$ cat src/rtl/ptp_sched_pkg.sv
// Shared constants for the PTP sync scheduler: tx_type codes, request
// indices, FSM encoding and default timing parameters.
package ptp_sched_pkg;

  localparam logic [3:0] TX_SYNC  = 4'd1;
  localparam logic [3:0] TX_DREQ  = 4'd3;
  localparam logic [3:0] TX_DRESQ = 4'd4;

  // Request vector bit positions; higher index wins arbitration.
  localparam int REQ_N     = 3;
  localparam int REQ_SYNC  = 0;
  localparam int REQ_DREQ  = 1;
  localparam int REQ_DRESQ = 2;

  localparam int DEF_PERIOD_CYC  = 125000;
  localparam int DEF_TIMEOUT_CYC = 62500;
  localparam int DEF_MAX_RETRY   = 3;
  localparam int DEF_BACKOFF_CYC = 16;

  typedef enum logic [1:0] {
    ST_IDLE        = 2'd0,
    ST_WAIT_RESULT = 2'd1,
    ST_BACKOFF     = 2'd2
  } sched_state_e;

endpackage

$ cat src/rtl/ptp_tx_arb.sv
// Fixed-priority merge of the PTP transmit requests onto one req/ack
// channel, with a one-deep pending flag per request type.
module ptp_tx_arb
  import ptp_sched_pkg::*;
(
  input  logic             clk,
  input  logic             rst_n,
  input  logic             enable,
  input  logic [REQ_N-1:0] req_pulse,
  input  logic             tx_ack,
  output logic             tx_req,
  output logic [3:0]       tx_type
);

  logic [REQ_N-1:0] pend_q, pend_d, pend_eff, gnt;
  logic             tx_req_q, tx_req_d;
  logic [3:0]       tx_type_q, tx_type_d;

  always_comb begin
    pend_eff  = pend_q | req_pulse;
    gnt       = '0;
    tx_req_d  = tx_req_q;
    tx_type_d = tx_type_q;
    if (tx_req_q) begin
      if (tx_ack) begin
        tx_req_d  = 1'b0;
        tx_type_d = 4'd0;
      end
    end else if (enable) begin
      if (pend_eff[REQ_DRESQ]) begin
        gnt[REQ_DRESQ] = 1'b1;
        tx_type_d      = TX_DRESQ;
      end else if (pend_eff[REQ_DREQ]) begin
        gnt[REQ_DREQ] = 1'b1;
        tx_type_d     = TX_DREQ;
      end else if (pend_eff[REQ_SYNC]) begin
        gnt[REQ_SYNC] = 1'b1;
        tx_type_d     = TX_SYNC;
      end
      tx_req_d = |gnt;
    end
    // A pulse landing while its stale flag is being granted must survive.
    pend_d = (pend_eff & ~gnt) | (req_pulse & pend_q & gnt);
    if (!enable) pend_d = '0;
  end

  always_ff @(posedge clk or negedge rst_n) begin
    if (!rst_n) begin
      pend_q    <= '0;
      tx_req_q  <= 1'b0;
      tx_type_q <= 4'd0;
    end else begin
      pend_q    <= pend_d;
      tx_req_q  <= tx_req_d;
      tx_type_q <= tx_type_d;
    end
  end

  assign tx_req  = tx_req_q;
  assign tx_type = tx_type_q;

endmodule

$ cat src/rtl/ptp_sync_sched.sv
// PTP sync period scheduler: period tick, slave timeout/retry supervision
// and the merged transmit request channel toward tx_proc.
module ptp_sync_sched
  import ptp_sched_pkg::*;
#(
  parameter int PERIOD_CYC  = DEF_PERIOD_CYC,
  parameter int TIMEOUT_CYC = DEF_TIMEOUT_CYC,
  parameter int MAX_RETRY   = DEF_MAX_RETRY,
  parameter int BACKOFF_CYC = DEF_BACKOFF_CYC
) (
  input  logic        clk,
  input  logic        reset,
  input  logic        enable,
  input  logic [1:0]  device_role,
  input  logic        send_dreq_pkt,
  input  logic        send_dresq_pkt,
  input  logic        status_ok,
  input  logic        error,
  output logic        sync_start,
  output logic        tx_req,
  output logic [3:0]  tx_type,
  input  logic        tx_ack,
  output logic        sync_fail,
  output logic [31:0] ok_cnt,
  output logic [31:0] fail_cnt
);

  localparam int CW   = $clog2(PERIOD_CYC);
  localparam int TMAX = (TIMEOUT_CYC > BACKOFF_CYC) ? TIMEOUT_CYC : BACKOFF_CYC;
  localparam int TW   = $clog2(TMAX + 1);

  sched_state_e     state_q, state_d;
  logic [CW-1:0]    per_q, per_d;
  logic [TW-1:0]    tmr_q, tmr_d;
  logic [3:0]       att_q, att_d;
  logic             sync_start_q, sync_start_d;
  logic             sync_fail_q, sync_fail_d;
  logic [31:0]      ok_cnt_q, ok_cnt_d, fail_cnt_q, fail_cnt_d;
  logic             tick, sync_pend;
  logic [REQ_N-1:0] req_pulse;
  logic             unused_role;

  assign unused_role = device_role[1];
  assign tick        = enable && (per_q == CW'(PERIOD_CYC - 1));

  always_comb begin
    per_d = per_q + CW'(1);
    if (!enable || tick) per_d = '0;
  end

  always_comb begin
    state_d      = state_q;
    tmr_d        = (tmr_q != '0) ? tmr_q - TW'(1) : tmr_q;
    att_d        = att_q;
    sync_start_d = 1'b0;
    sync_pend    = 1'b0;
    ok_cnt_d     = ok_cnt_q;
    fail_cnt_d   = fail_cnt_q;
    sync_fail_d  = sync_fail_q & ~status_ok;
    case (state_q)
      ST_IDLE: begin
        if (tick) begin
          sync_start_d = 1'b1;
          if (device_role[0]) begin
            sync_pend = 1'b1;
          end else begin
            state_d = ST_WAIT_RESULT;
            tmr_d   = TW'(TIMEOUT_CYC);
            att_d   = 4'd1;
          end
        end
      end
      ST_WAIT_RESULT: begin
        // Timer hits zero exactly TIMEOUT_CYC cycles after sync_start.
        if (status_ok) begin
          ok_cnt_d = ok_cnt_q + 32'd1;
          state_d  = ST_IDLE;
        end else if (error || tmr_q == '0) begin
          fail_cnt_d = fail_cnt_q + 32'd1;
          if (att_q < 4'(MAX_RETRY)) begin
            state_d = ST_BACKOFF;
            tmr_d   = TW'(BACKOFF_CYC - 1);
          end else begin
            sync_fail_d = 1'b1;
            state_d     = ST_IDLE;
          end
        end
      end
      ST_BACKOFF: begin
        if (tmr_q == '0) begin
          sync_start_d = 1'b1;
          att_d        = att_q + 4'd1;
          tmr_d        = TW'(TIMEOUT_CYC);
          state_d      = ST_WAIT_RESULT;
        end
      end
      default: state_d = ST_IDLE;
    endcase
    if (!enable) begin
      state_d      = ST_IDLE;
      sync_start_d = 1'b0;
      sync_pend    = 1'b0;
    end
  end

  always_ff @(posedge clk or negedge reset) begin
    if (!reset) begin
      state_q      <= ST_IDLE;
      per_q        <= '0;
      tmr_q        <= '0;
      att_q        <= 4'd0;
      sync_start_q <= 1'b0;
      sync_fail_q  <= 1'b0;
      ok_cnt_q     <= 32'd0;
      fail_cnt_q   <= 32'd0;
    end else begin
      state_q      <= state_d;
      per_q        <= per_d;
      tmr_q        <= tmr_d;
      att_q        <= att_d;
      sync_start_q <= sync_start_d;
      sync_fail_q  <= sync_fail_d;
      ok_cnt_q     <= ok_cnt_d;
      fail_cnt_q   <= fail_cnt_d;
    end
  end

  assign req_pulse = {send_dresq_pkt, send_dreq_pkt, sync_pend};

  ptp_tx_arb u_arb (
    .clk      (clk),
    .rst_n    (reset),
    .enable   (enable),
    .req_pulse(req_pulse),
    .tx_ack   (tx_ack),
    .tx_req   (tx_req),
    .tx_type  (tx_type)
  );

  assign sync_start = sync_start_q;
  assign sync_fail  = sync_fail_q;
  assign ok_cnt     = ok_cnt_q;
  assign fail_cnt   = fail_cnt_q;

endmodule

$ cat config.mk
export PLATFORM = sky130hd
export DESIGN_NAME = ptp_sync_sched
export DESIGN_NICKNAME = d
export VERILOG_FILES = /design/src/rtl/ptp_sched_pkg.sv /design/src/rtl/ptp_tx_arb.sv /design/src/rtl/ptp_sync_sched.sv
export SDC_FILE = /design/constraint.sdc
export NUM_CORES = 1
export LEC_CHECK = 0
export ABC_AREA = 1
export CAP_MARGIN = 15
export CELL_PAD_IN_SITES_DETAIL_PLACEMENT = 0
export CELL_PAD_IN_SITES_GLOBAL_PLACEMENT = 2
export CORE_ASPECT_RATIO = 2
export CORE_UTILIZATION = 29
export CTS_CLUSTER_DIAMETER = 150
export CTS_CLUSTER_SIZE = 25
export DETAILED_ROUTE_END_ITERATION = 7
export PLACE_DENSITY_LB_ADDON = 0.1
export SLEW_MARGIN = 20
export SYNTH_ARGS = -nofsm -noshare
export SYNTH_HDL_FRONTEND = slang
export SYNTH_SLANG_ARGS = --single-unit
$ cat constraint.sdc
create_clock -name clk -period 1.59 [get_ports clk]
set_input_delay 0.159 -clock clk [delete_from_list [all_inputs] [get_ports clk]]
set_output_delay 0.159 -clock clk [all_outputs]
set_load 0.05 [all_outputs]
After elaboration in Yosys (flattened, before gate mapping)
Cells that the tools add are included.
{"block": "word_totals", "reg_bits": 113, "elab_cells": 106, "out_inout_bits": 71}
{"block": "op_classes", "n_bitwise": 8, "order_cmp": 1, "eq_ne": 11, "mux": 54, "reduce_logical": 16, "n_addsub": 5}
{"operator": "$mux W16", "count": 7}
{"operator": "$add A32 B1 Y32 const B", "count": 2}
{"operator": "$pmux W16 S3", "count": 1}
{"operator": "$mux W4", "count": 9}
{"operator": "$mux W1", "count": 20}
{"operator": "$mux W2", "count": 10}
{"operator": "$add A17 B1 Y17 const B", "count": 1}
{"operator": "$eq A17 B17 Y1 const B", "count": 1}
{"operator": "$mux W17", "count": 1}
{"operator": "$logic_not A16 Y1", "count": 1}
{"operator": "$reduce_bool A16 Y1", "count": 1}
{"operator": "$sub A16 B1 Y16 const B", "count": 1}
{"operator": "$and A3 B3 Y3", "count": 3}
{"operator": "$mux W3", "count": 3}
{"operator": "$ne A3 B3 Y1 const B", "count": 3}
{"operator": "$ne A2 B2 Y1 const B", "count": 4}
{"operator": "$pmux W4 S2", "count": 1}
{"operator": "$reduce_and A4 Y1", "count": 2}
{"operator": "$or A3 B3 Y3", "count": 2}
{"operator": "$pmux W2 S3", "count": 1}
{"operator": "$reduce_and A3 Y1", "count": 2}
{"operator": "$add A4 B1 Y4 const B", "count": 1}
{"operator": "$lt A4 B2 Y1 const B", "count": 1}
{"operator": "$ne A4 B4 Y1 const B", "count": 1}
{"operator": "other kinds (14)", "count": 16}

Depth between registers and ports, before layout
{"block": "logic_depth", "depth_word": 17, "mapped_depth": 12}

Hierarchy
From an unflattened synthesis, not the netlist that was laid out.
{"block": "unflattened", "cells_unflattened": 998, "hier_area_um2": 6849.1}
{"module": "ptp_sync_sched", "area_per_inst_um2": 6491.2, "cells_per_inst": 953, "n_inst": 1}
{"module": "ptp_tx_arb", "area_per_inst_um2": 357.8, "cells_per_inst": 45, "n_inst": 1}

Worst setup path after synthesis
Ideal clock, no wire load.
{"block": "synth_timing", "kind": "reg2reg", "startpoint": "reg ok_cnt_q[0] (netlist: ok_cnt[0])", "endpoint": "reg ok_cnt_q[12] (netlist: ok_cnt[12])", "setup_slack_ps": -241, "arrival_ps": 1689, "required_ps": 1448, "stages_incl_launch_ff": 8, "path_buffers": 0, "path_cell_list": "dfrtp_1 ha_1 inv_1 nor3_4 nand2_2 nor2_2 nand2_1 xnor2_1"}
{"block": "synth_between", "elab_chain_len": 1}
{"item": "start, declared", "line": "ptp_sync_sched.sv:38", "text": "logic [31:0] ok_cnt_q, ok_cnt_d, fail_cnt_q, fail_cnt_d;"}
{"item": "start signal, assigned", "line": "ptp_sync_sched.sv:123", "text": "ok_cnt_q <= ok_cnt_d;"}
{"item": "$add A32 B1 Y32", "line": "ptp_sync_sched.sv:76", "text": "ok_cnt_d = ok_cnt_q + 32'd1;"}
Every way passes these cells.
A chain may end at the register's enable or synchronous reset.

Final worst setup path
{"block": "layout_timing", "startpoint": "reg tmr_q[0]", "endpoint": "reg fail_cnt_q[31] (netlist: fail_cnt[31])"}
{"block": "layout_between", "elab_chain_len": 3}
{"item": "start, declared", "line": "ptp_sync_sched.sv:34", "text": "logic [TW-1:0] tmr_q, tmr_d;"}
{"item": "start signal, assigned", "line": "ptp_sync_sched.sv:119", "text": "tmr_q <= tmr_d;"}
{"item": "$logic_not A16 Y1", "line": "ptp_sync_sched.sv:78", "text": "end else if (error || tmr_q == '0) begin"}
{"item": "$logic_or A1 B1 Y1", "line": "ptp_sync_sched.sv:78"}
{"item": "$reduce_and A3 Y1 (no source line)"}
{"item": "end signal, assigned", "line": "ptp_sync_sched.sv:124", "text": "fail_cnt_q <= fail_cnt_d;"}
{"item": "end, declared", "line": "ptp_sync_sched.sv:38"}
Every way passes these cells.

==> metrics list <==
- Sequential cells were found to cover ~41% of the synthesized design area.
* Leakage power: between 4 and 5 nW
* Adder-cell area share of the yosys netlist: 1.098%
- Once the floorplan was initialized, standard cells occupied just under 30% of the core.
- For this block, the initial DRC count from the detailed router was approximately 170.
* Slowest CP cell: sky130_fd_sc_hd__dfrtp_1
- Cell taking the most area after synthesis: sky130_fd_sc_hd__dfrtp_1
- Based on the critical path, the design can be clocked at up to between 600 and 700 MHz.
- Number of buffers created by CTS: 9
* Number of clock sinks: roughly 110
- Setup repair after global routing could not meet its margin everywhere.
- Remaining DRCs: 0
* Cell count after synthesis: 964
- Total GRT Usage: about 20%
- Drt wl/cell: ~15 um
* Net count of the finished layout: ~1200
- Violated checks: setup timing
* Maximum number of pins on one net before global-route repair: 25
* Layout Cell Area excl Fill: 10190 um2
- Clock-pin slew was measured on the worst setup and hold paths at roughly 0.08 ns.
* Worst min-delay path category: input pin to async pin
* IR drop worst, VDD: 0.7468 mV
* Maximum buffer depth of the clock tree: 2
* Maximum fanout along the worst path: 19
- Each instance of the synthesized netlist takes up on average 7.091 um2.
- Slew at the pin closest to its max-slew limit: between 0.5 and 0.6 ns
* Area share of the largest cell type after synthesis: 41.00%
- Vias in the first global route: approximately 7000
* Dpl hpwl: ~18000 um
- Summed over all layers, the routed wires come to between 20000 and 25000 um.
* Clock tree from TritonCTS: done
- Share of the synthesized netlist area taken by xor and xnor gates: a little over 7%
- Synth warnings: 0
- The netlist uses 38 different library cells.
* Number of placed I/O pins: 81
- Share of the core filled with cells: 43.87%
* Count of state elements after synthesis: ~110
- Final worst-path setup slack: -0.009487 ns
* Vias per cell: about 4.5
- The final hold violation count is 0.
- Compared with the post-synthesis result, the final layout area differs by 49.08%.
- From bottom edge to top edge, the die measures approximately 220 um.
* Overall power: 10.53 mW
- Area of the die: between 20000 and 25000 um2
- CTS HTree Levels: 3
* Post-synthesis cell area: 6835 um2
- Via count: between 6000 and 7000
- Summing the areas of all and, or, nand and nor instances in the mapped netlist gives between 40% and 50% of the synthesized area.
- Clock latency on the worst-skew pair: 0.39 ns
* Top post-synthesis cells by area: sky130_fd_sc_hd__dfrtp_1 (41%), sky130_fd_sc_hd__nand2_1 (18%), sky130_fd_sc_hd__nor2_1 (7.6%)
- During placement, the flow inserted port buffers numbering 78.
* Antenna violations before repair: 0
- Fraction of layout cells with a size suffix above 1: a little under two fifths
* WP data required: around 1.9 ns
- Number of maximum-capacitance constraint violations: 0
* Standard-cell rows: between 70 and 80
- After synthesis, the share of cell area in mux cells is 0%.
* Path type of the worst setup path: register to register
- The flow ran to the end, but the final reports show violations.
- Across the routed clock network, the largest skew measured is roughly 0.013 ns.
- Horizontal die dimension: around 110 um
- Fraction of the mapped netlist area in compound gates: between 3 and 4%
* Antenna diode count: 0
- The region available for standard cell placement spans around 23000 um2.
- Walking the worst path, the cells encountered are inv_2 > ha_4 > nand2_4 > nor2_4 > nand2_4 > nand2_8 > nand2_8 > inv_8 > buf_12 > nand2_1 > o21ai_0.
- The first global-routing pass estimated roughly 36000 um of wire.
- Count of TritonRoute iterations in the first routing pass: 4
- GPL Wtd Cong: ~0.80
- Number of pins exceeding their max-slew limit in the final report: 0
- After filler insertion, the fill cell instance count of the layout stands at around 2500.
* Post-synth EDFFs: 0
- Among all flip-flop cells after synthesis, the most frequent one is sky130_fd_sc_hd__dfrtp_1.
- Cell Area, Placed: roughly 9000 um2
- Fraction of synthesis flops using an asynchronous set or reset pin: between 90% and 100%
- STA classifies the critical path startpoint as a register.
- In the post-synthesis netlist, the cell with the most instances is sky130_fd_sc_hd__nand2_1.
* Largest stage delay on the critical path: ~0.38 ns
* Post-layout minimum cycle time: 1.599 ns
- The count of nets left with antenna violations once routing finished came out at 0.
* Remaining global-route overflow: 0
- Syn_nets: between 900 and 1000
* Power density cells: slightly above 1000 nW/um2
* Arrival time of data at the critical path endpoint: 1.90 ns
* Delay-heaviest family, CP: simple AND/OR/NAND/NOR gates
* Main combinational cell family by area after synthesis: simple AND/OR/NAND/NOR gates
- Worst rel slew slack: roughly two thirds
* Root Driver: sky130_fd_sc_hd__clkbuf_16
* Critical path capture point type: register
- Dividing the final minimum period by the clock period gives 100.6%.
- Setup violation total in the final timing report: 9
* Most numerous cell types in the synthesized netlist: sky130_fd_sc_hd__nand2_1 (336), sky130_fd_sc_hd__nor2_1 (138), sky130_fd_sc_hd__dfrtp_1 (112), sky130_fd_sc_hd__inv_1 (106), sky130_fd_sc_hd__nand3_1 (48)
- Buffers plus inverters on the worst setup path: 3
==> cells by family after synthesis <==
group,count (synthesis)
buf+inv,122
xor+xnor,55
simple gates,628
flops,112
compound gates,40
other cells,1
fa+ha+maj,6
==> registers in the layout (all words and copies together) (netlist names), 2 cells and up <==
signal and cells:
fail_cnt 32, ok_cnt 32, per_q 17, tmr_q 16, att_q 4, u_arb.pend_q 3
u_arb.tx_type 3, state_q 2
==> through the flow <==
step / setup WS, ns / setup TNS [ns] / instances / hold WS (ns)
after global routing: -0.1190 / -3.561 / 1511 / 0.2607
after floorplan: -0.02700 / -0.02700 / 964 / -0.1366
final: -0.009487 / -0.04353 / 1511 / 0.2249
after detailed placement: -0.1142 / -3.639 / 1472 / 0.09739
after global placement: -0.09731 / -2.721 / 1472 / 0.1025
after CTS: -0.01644 / -0.07421 / 1495 / 0.2183
==> layout by cell type (no fill, tap or decap), types with 20 or more instances in the layout <==
cell,Yosys,layout
sky130_fd_sc_hd__inv_1,106,99
sky130_fd_sc_hd__nand2_2,3,24
sky130_fd_sc_hd__nor2_1,138,99
sky130_fd_sc_hd__nand4_1,20,20
sky130_fd_sc_hd__xor2_1,44,44
sky130_fd_sc_hd__nor3_1,43,26
sky130_fd_sc_hd__nor2_4,6,25
sky130_fd_sc_hd__dfrtp_2,0,49
sky130_fd_sc_hd__nand2_1,336,307
sky130_fd_sc_hd__buf_4,3,228
sky130_fd_sc_hd__dfrtp_1,112,63
sky130_fd_sc_hd__nor2_2,8,28
sky130_fd_sc_hd__nand3_1,48,34
==> metal layers <==
metal	track usage [%]	vias to the layer above	share of wire, %
met5	0	-	0
met4	12.22	0	4.3
met3	1.740	36	1.5
met2	38.96	88	58
met1	19.28	3168	36
li1	-	3534	-
==> report_power, final <==
part / switching (mW) / internal (mW)
Combinational: 2.75 / 1.63
Clock: 1.21 / 1.16
Sequential: 0.467 / 3.32
==> cell type report <==
class	count	area [um2]	share of cell area [%]
inverter	112	437.9	4.298
sequential	112	2864	28.11
tap	283	354.1	3.475
timing repair buffer	258	2111	20.71
clock buffer	11	252.7	2.480
multi-input combinational	730	4129	40.52
clock inverter	5	41.29	0.4052
==> repair_timing <==
| item | in CTS | in global routing |
|---|---|---|
| setup endpoints to repair | 65 | 100 |
| hold buffers | 1 | 0 |
| cloned | 0 | 2 |
| pin swaps | 15 | 48 |
| resized for setup | 41 | 147 |
| setup buffers | 6 | 15 |
| endpoints found under the hold margin | 82 | 0 |
==> final timing paths <==
path | startpoint | endpoint | slack, ns | depth (start not counted)
max reg2reg | tmr_q[0] | fail_cnt[31] | -0.009 | 11
min in group clk | tx_ack | u_arb.tx_req | 0.37 | 2
min | reset | tmr_q[11] | 0.22 | 2
min reg2reg | ok_cnt[10] | ok_cnt[10] | 0.50 | 1
max | tmr_q[0] | fail_cnt[31] | -0.009 | 11
max in group asynchronous | reset | ok_cnt[11] | 0.82 | 3
Power figures use the tool's default switching activity.
